### config.mk
export PLATFORM = sky130hd
export DESIGN_NAME = strobe_gen
export DESIGN_NICKNAME = d
export VERILOG_FILES = /design/src/rtl/strobe_gen.sv
export SDC_FILE = /design/constraint.sdc
export NUM_CORES = 1
export LEC_CHECK = 0
export ABC_AREA = 1
export CORE_ASPECT_RATIO = 0.7
export CORE_UTILIZATION = 45
export CTS_BUF_LIST = sky130_fd_sc_hd__clkbuf_4 sky130_fd_sc_hd__clkbuf_8 sky130_fd_sc_hd__clkbuf_16
export DETAILED_ROUTE_END_ITERATION = 8
export PLACE_DENSITY = 0.65
export SYNTH_ARGS = -nofsm -noshare
export SYNTH_HDL_FRONTEND = slang
export SYNTH_SLANG_ARGS = --single-unit
export TNS_END_PERCENT = 30
### constraint.sdc
create_clock -name clk -period 6.01 [get_ports clk]
set_input_delay 1.803 -clock clk [delete_from_list [all_inputs] [get_ports clk]]
set_output_delay 1.803 -clock clk [all_outputs]
set_load 0.01 [all_outputs]
### src/rtl/strobe_gen.sv
// Programmable enable-strobe generator: 1-cycle strobes every PERIOD clocks,
// either continuously or for a fixed burst, configured through a valid/ready port.
module strobe_gen #(
    parameter int DATA_WIDTH  = 16,
    parameter int BURST_WIDTH = 8
) (
    input  logic                   clk,
    input  logic                   rst,
    input  logic                   cfg_valid,
    output logic                   cfg_ready,
    input  logic [DATA_WIDTH-1:0]  cfg_period,
    input  logic [BURST_WIDTH-1:0] cfg_burst,
    input  logic                   start,
    input  logic                   stop,
    output logic                   strobe,
    output logic                   busy,
    output logic                   done,
    output logic [BURST_WIDTH-1:0] remaining
);

    localparam logic [0:0] IDLE = 1'b0;
    localparam logic [0:0] RUN  = 1'b1;

    localparam logic [DATA_WIDTH-1:0]  DIV_ONE  = {{(DATA_WIDTH-1){1'b0}}, 1'b1};
    localparam logic [DATA_WIDTH-1:0]  DIV_ZERO = {DATA_WIDTH{1'b0}};
    localparam logic [BURST_WIDTH-1:0] REM_ONE  = {{(BURST_WIDTH-1){1'b0}}, 1'b1};
    localparam logic [BURST_WIDTH-1:0] REM_ZERO = {BURST_WIDTH{1'b0}};

    logic [0:0]             state_q, state_d;
    logic [DATA_WIDTH-1:0]  period_q, period_d;
    logic [BURST_WIDTH-1:0] burst_q, burst_d;
    logic [DATA_WIDTH-1:0]  divider_q, divider_d;
    logic [BURST_WIDTH-1:0] remaining_q, remaining_d;
    logic                   strobe_q, strobe_d;
    logic                   done_q, done_d;
    logic                   busy_q, busy_d;

    logic                   xfer_s;
    logic [DATA_WIDTH-1:0]  period_in_s;
    logic [DATA_WIDTH-1:0]  p_sel_s;
    logic [BURST_WIDTH-1:0] b_sel_s;

    // Config handshake; an accepted word bypasses straight into a same-cycle start.
    always_comb begin
        cfg_ready   = (state_q == IDLE);
        xfer_s      = cfg_valid && cfg_ready;
        period_in_s = (cfg_period == DIV_ZERO) ? DIV_ONE : cfg_period;
        p_sel_s     = xfer_s ? period_in_s : period_q;
        b_sel_s     = xfer_s ? cfg_burst : burst_q;
        period_d    = p_sel_s;
        burst_d     = b_sel_s;
    end

    // Run control, divider and burst bookkeeping.
    always_comb begin
        state_d     = state_q;
        divider_d   = divider_q;
        remaining_d = remaining_q;
        strobe_d    = 1'b0;
        done_d      = 1'b0;
        case (state_q)
            IDLE: begin
                if (start && !stop) begin
                    state_d     = RUN;
                    divider_d   = p_sel_s - DIV_ONE;
                    remaining_d = b_sel_s;
                end else begin
                    state_d = IDLE;
                end
            end
            RUN: begin
                // stop takes priority over a strobe that is due this cycle
                if (stop) begin
                    state_d = IDLE;
                end else if (divider_q == DIV_ZERO) begin
                    strobe_d  = 1'b1;
                    divider_d = period_q - DIV_ONE;
                    if (burst_q != REM_ZERO) begin
                        remaining_d = remaining_q - REM_ONE;
                        if (remaining_q == REM_ONE) begin
                            done_d  = 1'b1;
                            state_d = IDLE;
                        end else begin
                            state_d = RUN;
                        end
                    end else begin
                        remaining_d = remaining_q;
                    end
                end else begin
                    divider_d = divider_q - DIV_ONE;
                end
            end
            default: begin
                state_d = IDLE;
            end
        endcase
        busy_d = (state_d == RUN);
    end

    // State and output registers.
    always_ff @(posedge clk or posedge rst) begin
        if (rst) begin
            state_q     <= IDLE;
            period_q    <= DIV_ONE;
            burst_q     <= REM_ZERO;
            divider_q   <= DIV_ZERO;
            remaining_q <= REM_ZERO;
            strobe_q    <= 1'b0;
            done_q      <= 1'b0;
            busy_q      <= 1'b0;
        end else begin
            state_q     <= state_d;
            period_q    <= period_d;
            burst_q     <= burst_d;
            divider_q   <= divider_d;
            remaining_q <= remaining_d;
            strobe_q    <= strobe_d;
            done_q      <= done_d;
            busy_q      <= busy_d;
        end
    end

    assign strobe    = strobe_q;
    assign done      = done_q;
    assign busy      = busy_q;
    assign remaining = remaining_q;

endmodule
==> out/metrics.cfg, run 1 <==
[clock_network]
htree_levels=2
cts_resized=0
clk_pin_slew_worst_paths_ns=0.09
numCtsBuffers=5
clock-sinks=51
postCtsSetupBuffers=0
cts_buffer_depth=2
cts_tree=built
cts-root-buf=clkbuf_8
clk_latency_ns=0.31
ctsHoldBuffers=0

[worst_setup_path]
worstPathCellList=clkdlybuf4s50_1, inv_1, nand2_1, nand2_2, clkinv_1, a21oi_1, inv_1, o21ai_0
critPathLaunchType=primary input
critPathSlowestCell=a21oi_1
worst_path_dominant_cell_family=buffers and inverters
worstPathRequired_ns=6.23
cp_max_fo=18
critPathKind=primary input to register
cpPeakStageDelay_ns=0.83
crit_buf_inv=4
critPathCaptureType=register
cpMostUsedCell=inv_1
arrival_ns=4.53

[die]
start_util=0.4705
core.rowCount=25
die-area_sq_mm=0.007476
core_sq_mm=0.006819
io_pins=41
die_w_microns=102.9
die_h_microns=72.64

[pwr]
leakage_nw=1.752
ir_drop_mv=0.1298
clkPwrFrac=0.210
power.switching_mw=0.4453
seqPwrFrac=0.416
power.density_mw_per_mm2=314.7
swShare=0.3788
p_int_mw=0.7303
totalPowerFinal_mw=1.176
combPwrFrac=0.374

[sta]
min_period_ns=4.317
post-route-period-util=0.7183
max_freq_mhz=231.6
fin_ws_ns=1.693
setup_viol=0
rsz0062_at_grt=no
worstMarginPinSlew_ns=0.8562
setup_tns_ns=0
hold_viol_final=0
report.final.slew_viol_count=0
slew_headroom=0.4292
skew_ns=0.01031

[global_routing]
first_global_vias=2679
grt_max_degree=52
grt_pass1_wl_microns=12850
grt.overflow.total=0
antenna_found_initial=0
globalRouteTotalUtil=0.2291

[yosys]
netlist_instances=448
yosysWarnings=0
postSynthNetCount=480
synth_edf_count=0
async_flop_share=1.000
synthTopCellsByArea=dfrtp_1, nand2_1, nor2_1, nand3_1, nand2_2
synth_top_cell_area_share=0.3900
yosysMostFrequentCell=nand2_1
avgSynthCellArea_sq_um=7.161
synthTopCellsByCount=nand2_1, nor2_1, dfrtp_1
synth.distinct_cells=40
synth-seq-cells=51
ys_seq_area_frac=0.3982
synth_area_sq_mm=0.003208
ys_dominant_reg_cell=dfrtp_1
yosysTopAreaCell=dfrtp_1

[cells_and_area]
synthToLayoutAreaGrowth_pct=16.46
final_layout_size_suffix_gt1_frac=0.1369
stdcell_count=576
n_antenna_cell=0
utilization=0.5479
fin_nets=513
fillers=711

[route]
routed_wl_microns=7694
avgViaCountPerCell=5.002
vias=2881
dr.pass1.iters=5
drt-initial-drc-count=203
drc=0
wl_per_cell_microns=13.36
ant_nets=0

[place]
dpl.hpwl_microns=5529
preCtsSetupSlack_ns=1.439
place_inst=568
gp_congestion=0.8283
numPortBuffers=40

[job]
drv_cap=0

[run_status]
status=complete, no violations

[hold_path]
min_path_type=register to register

## power by group through the flow
stage | registers (mW) | clock network [mW] | logic, mW
after detailed placement | 0.494 | 0 | 0.439
after global routing | 0.500 | 0.266 | 0.497
after global placement | 0.493 | 0 | 0.430
after floorplan | 0.484 | 0 | 0.313
after CTS | 0.488 | 0.254 | 0.441
final | 0.489 | 0.247 | 0.440
## tightest hold or removal path: cells and delay by family (launching register included)
family,cells,cell delay [ns]
flip-flops,1,0.36
AND/OR/NAND/NOR,2,0.13
## per-layer routing
layer	vias to the layer above	routed length (microns)	track usage
li1	1480	-	-
met1	1326	4060	0.3364
met2	69	3136	0.3415
met3	6	415	0.04502
met4	0	81	0.07042
met5	-	0	0
## layout by cell type (no fill, tap or decap), drive strengths merged, types with 2 or more instances in the layout
| cell type | instances |
|---|---|
| nand2 | 179 |
| nor2 | 63 |
| dfrtp | 50 |
| nand3 | 46 |
| clkdlybuf4s50 | 40 |
| inv | 32 |
| o21ai | 24 |
| clkbuf | 7 |
| a21oi | 5 |
| clkinv | 4 |
| a31oi | 4 |
| or2 | 4 |
| nor4 | 3 |
| ha | 3 |
| nand4 | 2 |
| nor3 | 2 |
| o211ai | 2 |
| xor2 | 2 |
| xnor2 | 2 |
## worst paths after layout
| kind | startpoint | slack, ns | depth (start not counted) | to |
|---|---|---|---|---|
| worst min register to register | period_q[12]$_DFF_PP0_ | 0.51 | 2 | period_q[12]$_DFF_PP0_ |
| worst min-delay path | period_q[12]$_DFF_PP0_ | 0.51 | 2 | period_q[12]$_DFF_PP0_ |
| worst max register to register | busy$_DFF_PP0_ | 2.69 | 6 | remaining[5]$_DFFE_PP0P_ |
| max in group asynchronous | rst | 3.58 | 3 | burst_q[7]$_DFF_PP0_ |
| min in group asynchronous | rst | 1.97 | 3 | done$_DFF_PP0_ |
| worst max-delay path | stop | 1.69 | 8 | remaining[5]$_DFFE_PP0P_ |
## through the flow
step                      area (sq um)  hold WS [ns]
after floorplan                   3208        0.4644
after CTS                         3736        0.5119
after global routing              3736        0.5352
after global placement            3622        0.4814
final                             3736        0.5119
after detailed placement          3622        0.4886
## registers in the layout, summed over array words and instances (netlist names)
register,count
done,1
strobe,1
remaining,8
divider_q,16
period_q,16
busy,1
burst_q,8
## layout make-up
| cell class | count | area [sq um] | area share |
|---|---|---|---|
| clock buffers | 7 | 83.83 | 0.02244 |
| clock inverters | 1 | 30.03 | 0.008038 |
| inverters | 36 | 142.6 | 0.03818 |
| multi-input cells | 346 | 1677 | 0.4488 |
| flip-flops and latches | 51 | 1277 | 0.3419 |
| well taps | 94 | 117.6 | 0.03148 |
| repair buffers | 41 | 407.9 | 0.1092 |
## kinds of logic (layout without fill, tap and decap cells)
| kind of cell | Yosys count | after routing | synth area share |
|---|---|---|---|
| compound gates | 39 | 39 | 0.06942 |
| buf+inv | 51 | 85 | 0.07917 |
| fa+ha+maj | 3 | 3 | 0.01170 |
| simple gates | 300 | 300 | 0.4306 |
| flops | 51 | 51 | 0.3982 |
| xor+xnor | 4 | 4 | 0.01092 |
No activity file was read; power rests on OpenSTA's default activity.
==> inputs of run 2 (changes only) <==
==> constraint.sdc (replaced) <==
create_clock -name clk -period 4.49 [get_ports clk]
set_input_delay 1.347 -clock clk [delete_from_list [all_inputs] [get_ports clk]]
set_output_delay 1.347 -clock clk [all_outputs]
set_load 0.01 [all_outputs]
==> run 2 against run 1 <==
Compared with the run above:
- hold slack worse by 0.0053 ns
- design area is 0.40% lower
- via count is 1.5% higher
- clock skew is 0.0030 ns higher
- first-iteration DRC count is 2.5% lower
- worst setup slack worse by 0.60 ns
- power is 31% higher
- critical path depth is 6 lower
- critical endpoint is now cfg_ready
==> out/metrics.cfg, run 2 (synthesized netlist as in run 1, its figures left out) <==
[pwr]
power.density_mw_per_mm2=412.5
leakage_nw=1.743
ir_drop_mv=0.1756

[die]
io_pins=41
core_sq_mm=0.006819
die-area_sq_mm=0.007476
start_util=0.4705
die_w_microns=102.9
core.rowCount=25
die_h_microns=72.64

[global_routing]
grt.overflow.total=0
first_global_vias=2741
globalRouteTotalUtil=0.2351
grt_max_degree=52
grt_pass1_wl_microns=13280
antenna_found_initial=0

[clock_network]
cts-root-buf=clkbuf_8
cts_buffer_depth=2
postCtsSetupBuffers=0
numCtsBuffers=5
cts_tree=built
ctsHoldBuffers=0
cts_resized=0
clock-sinks=51
clk_pin_slew_worst_paths_ns=0.10
clk_latency_ns=0.31
htree_levels=2

[worst_setup_path]
r2r.worst_path.cells=14
rr_endpoint=divider_q[14]$_DFFE_PP0P_
critPathLaunchType=register
worst_path_dominant_cell_family=buffers and inverters
critPathCaptureType=output port
worstSetupEndpoint=cfg_ready
startpoint=busy$_DFF_PP0_
cp.depth=2
cpPeakStageDelay_ns=0.68
crit_buf_inv=2
cp_max_fo=39
worstPathRequired_ns=3.14
arrival_ns=2.05
critPathKind=register to output port
r2r-start=busy$_DFF_PP0_
critPathSlowestCell=dfrtp_1
r2r_setup_slack_ns=1.68
worstPathCellList=inv_6, clkdlybuf4s50_1

[cells_and_area]
fillers=707
layout_common_cells=nand2_1, nor2_1, dfrtp_1
fin_nets=514
regArea_sq_mm=0.001277
multi_input_comb_area_sq_mm=0.001677
final_common_cell=nand2_1
final_layout_size_suffix_gt1_frac=0.1387
synthToLayoutAreaGrowth_pct=15.99
n_antenna_cell=0
reg_top3=divider_q (16), period_q (16)

[sta]
hold_viol_final=0
post-route-period-util=0.7566
setup_viol=0
worstMarginPinSlew_ns=1.112
max_freq_mhz=294.4
slew_headroom=0.2584
rsz0062_at_grt=no
fin_ws_ns=1.093
setup_tns_ns=0
report.final.slew_viol_count=0
skew_ns=0.01326
min_period_ns=3.397

[route]
avgViaCountPerCell=5.066
drt-initial-drc-count=198
wl_per_cell_microns=14.04
dr.pass1.iters=4
ant_nets=0
vias=2923
routed_wl_microns=8102
drc=0

[place]
gp_congestion=0.8799
preCtsSetupSlack_ns=0.9921
numPortBuffers=40
dpl.hpwl_microns=5661

[hold_path]
min_path_cells=2
min_path_type=register to register

[job]
drv_cap=0

[run_status]
status=complete, no violations

-- run 2: cell count changes in the layout (fill, tap and decap cells not counted) --
cell / delta
buf_4: +1
bufinv_16: -1
clkinvlp_4: +1
-- run 2: area by class of cell --
class	count	area share
repair buffers	42	0.1116
multi-input cells	346	0.4506
flip-flops and latches	51	0.3433
inverters	36	0.03833
clock inverters	1	0.002017
clock buffers	7	0.02253
well taps	94	0.03161
-- run 2: worst min-delay path by stage --
stage,endpoint,startpoint
finish,period_q[8]$_DFF_PP0_,period_q[8]$_DFF_PP0_
global route,period_q[8]$_DFF_PP0_,period_q[8]$_DFF_PP0_
CTS,period_q[12]$_DFF_PP0_,period_q[12]$_DFF_PP0_
detailed placement,period_q[12]$_DFF_PP0_,period_q[12]$_DFF_PP0_
global placement,period_q[11]$_DFF_PP0_,period_q[11]$_DFF_PP0_
floorplan,burst_q[5]$_DFF_PP0_,burst_q[5]$_DFF_PP0_
-- run 2: power by group --
group          internal [mW]  switching (mW)  total [mW]
Sequential             0.565          0.0938       0.659
Combinational          0.236           0.357       0.592
Clock                  0.123           0.161       0.284
-- run 2: metrics by stage --
step	total power, mW	util	std cells	instance area [sq um]	hold slack, ns
after floorplan	1.067	-	448	3208	0.4644
after global placement	1.245	0.5323	569	3630	0.4829
after detailed placement	1.252	0.5323	569	3630	0.4855
after CTS	1.539	0.5457	577	3721	0.5102
after global routing	1.652	0.5457	577	3721	0.5218
final	1.535	0.5457	577	3721	0.5066
-- run 2: worst reg2reg max path: cells and delay by family (launching register included) --
kind                       cells  cell delay, ns
DFF                            1            0.86
buffers and inverters          2            0.45
and+or+nand+nor               11            1.20
adders and majority gates      1            0.19
-- run 2: layer usage --
| layer | part of all wire | routed length, microns | vias to the layer above | track usage |
|---|---|---|---|---|
| met5 | 0 | 0 | - | 0 |
| met4 | 0.014 | 115 | 0 | 0.06573 |
| met3 | 0.064 | 515 | 11 | 0.03640 |
| met2 | 0.40 | 3239 | 86 | 0.3422 |
| met1 | 0.52 | 4231 | 1333 | 0.3605 |
| li1 | - | - | 1493 | - |
==> inputs of run 3 (changes only) <==
==> constraint.sdc (replaced) <==
create_clock -name clk -period 3.2 [get_ports clk]
set_input_delay 0.96 -clock clk [delete_from_list [all_inputs] [get_ports clk]]
set_output_delay 0.96 -clock clk [all_outputs]
set_load 0.01 [all_outputs]
==> run 3 against run 2 <==
Compared with the run above:
- clock power rose by 68%
- die area did not move
- highest routed layer unchanged
- utilization rose by 1.3 points
- first-iteration DRC count fell by 30%
- clock-buffer cell count fell by 2
- clock skew fell by 0.0087 ns
- sequential power rose by 38%
==> out/metrics.cfg, run 3 (synthesized netlist as in run 1, its figures left out) <==
[place]
gp_congestion=0.8607
numPortBuffers=40
dpl.hpwl_microns=5742
preCtsSetupSlack_ns=0.07979

[worst_setup_path]
critPathLaunchType=primary input
critPathKind=primary input to register
r2r_setup_slack_ns=0.77
worstPathRequired_ns=3.41
cp_max_fo=6
critPathCaptureType=register
arrival_ns=2.98

[route]
ant_nets=0
drt-initial-drc-count=139
avgViaCountPerCell=5.027
wl_per_cell_microns=13.66
dr.pass1.iters=4
drc=0
routed_wl_microns=7977
vias=2936

[cells_and_area]
layout_common_cells=nand2_1, nor2_1, dfrtp_1
final_common_cell=nand2_1
final_layout_size_suffix_gt1_frac=0.1510
fillers=717
fin_nets=521
reg_top3=divider_q (16), period_q (16)
synthToLayoutAreaGrowth_pct=18.68
utilization=0.5583
n_antenna_cell=0

[global_routing]
globalRouteTotalUtil=0.2325
antenna_found_initial=0
grt_pass1_wl_microns=13010
grt_max_degree=52
grt.overflow.total=0
first_global_vias=2631

[pwr]
swShare=0.3892
p_int_mw=1.368
ir_drop_mv=0.2454
totalPowerFinal_mw=2.240
power.density_mw_per_mm2=588.2
seqPwrFrac=0.406
combPwrFrac=0.380
leakage_nw=1.795
power.switching_mw=0.8717
clkPwrFrac=0.214

[sta]
min_period_ns=2.766
setup_viol=0
rsz0062_at_grt=no
fin_ws_ns=0.4342
slew_headroom=0.6673
skew_ns=0.004520
report.final.slew_viol_count=0
setup_tns_ns=0
hold_ws_ns=0.5097
max_freq_mhz=361.6
hold_viol_final=0
post-route-period-util=0.8643
worstMarginPinSlew_ns=0.4945

[die]
die_h_microns=72.64
core.rowCount=25
die_w_microns=102.9
io_pins=41
die-area_sq_mm=0.007476
start_util=0.4705
core_sq_mm=0.006819

[hold_path]
min_path_type=register to register

[run_status]
status=complete, no violations

[clock_network]
cts_resized=0
numCtsBuffers=5
clk_latency_ns=0.33
clock-sinks=51
postCtsSetupBuffers=0
htree_levels=2
cts_tree=built
clk_pin_slew_worst_paths_ns=0.10
cts-root-buf=clkbuf_8
cts_buffer_depth=2
ctsHoldBuffers=0

[job]
drv_cap=0

-- run 3: cell types whose count changed in the layout (fill, tap and decap cells not counted) --
| cell | before | now |
|---|---|---|
| clkinv_4 | 0 | 1 |
| clkinvlp_4 | 1 | 0 |
| buf_4 | 2 | 8 |
| buf_12 | 0 | 1 |
| clkbuf_4 | 2 | 0 |
| bufinv_16 | 0 | 1 |
| clkinv_2 | 0 | 1 |
-- run 3: metrics by stage --
step / instances / instance area (sq um)
detailed placement: 576 / 3695
CTS: 584 / 3807
global route: 584 / 3807
floorplan: 448 / 3208
global placement: 576 / 3695
finish: 584 / 3807
-- run 3: power by group through the flow --
stage               registers (mW)  clock network, mW  logic [mW]
floorplan                    0.909                  0       0.587
global placement             0.919                  0       0.834
detailed placement           0.922                  0       0.850
CTS                          0.911              0.488       0.854
global route                 0.933              0.512       0.954
finish                       0.910              0.478       0.851
-- run 3: per-layer routing --
metal	track usage	part of all wire	vias up
li1	-	-	1502
met1	0.3527	0.52	1362
met2	0.3363	0.40	64
met3	0.04406	0.061	8
met4	0.06573	0.012	0
met5	0	0	-
-- run 3: final timing paths --
path / startpoint / end / cells past startpoint
max in group asynchronous: rst / period_q[0]$_DFF_PP1_ / 3
setup reg to reg: divider_q[1]$_DFFE_PP0P_ / divider_q[8]$_DFFE_PP0P_ / 15
min in group asynchronous: rst / done$_DFF_PP0_ / 3
setup / recovery: cfg_period[14] / divider_q[8]$_DFFE_PP0P_ / 16
hold reg to reg: period_q[8]$_DFF_PP0_ / period_q[8]$_DFF_PP0_ / 2
hold / removal: period_q[8]$_DFF_PP0_ / period_q[8]$_DFF_PP0_ / 2
-- run 3: final cells by class --
type                            instances  area, sq um  area share
Multi-Input combinational cell        346         1677      0.4404
Sequential cell                        51         1277      0.3355
Timing Repair Buffer                   49        480.5      0.1262
Clock inverter                          3        43.79     0.01150
Tap cell                               94        117.6     0.03089
Inverter                               36        142.6     0.03746
Clock buffer                            5        68.82     0.01807
-- run 3: worst max-delay path, stage by stage --
cell and delay [ns]:
clkdlybuf4s50_1 0.44, nor2_1 0.10, nand2_1 0.05, nor2_1 0.22, nand2_1 0.08, nand2_1 0.09, nand3_1 0.11, nand2_4 0.12
inv_2 0.04, ha_1 0.21, nand3_2 0.12, clkinv_1 0.09, nand2_2 0.13, clkinv_1 0.08, nand2_1 0.06, a31oi_1 0.06
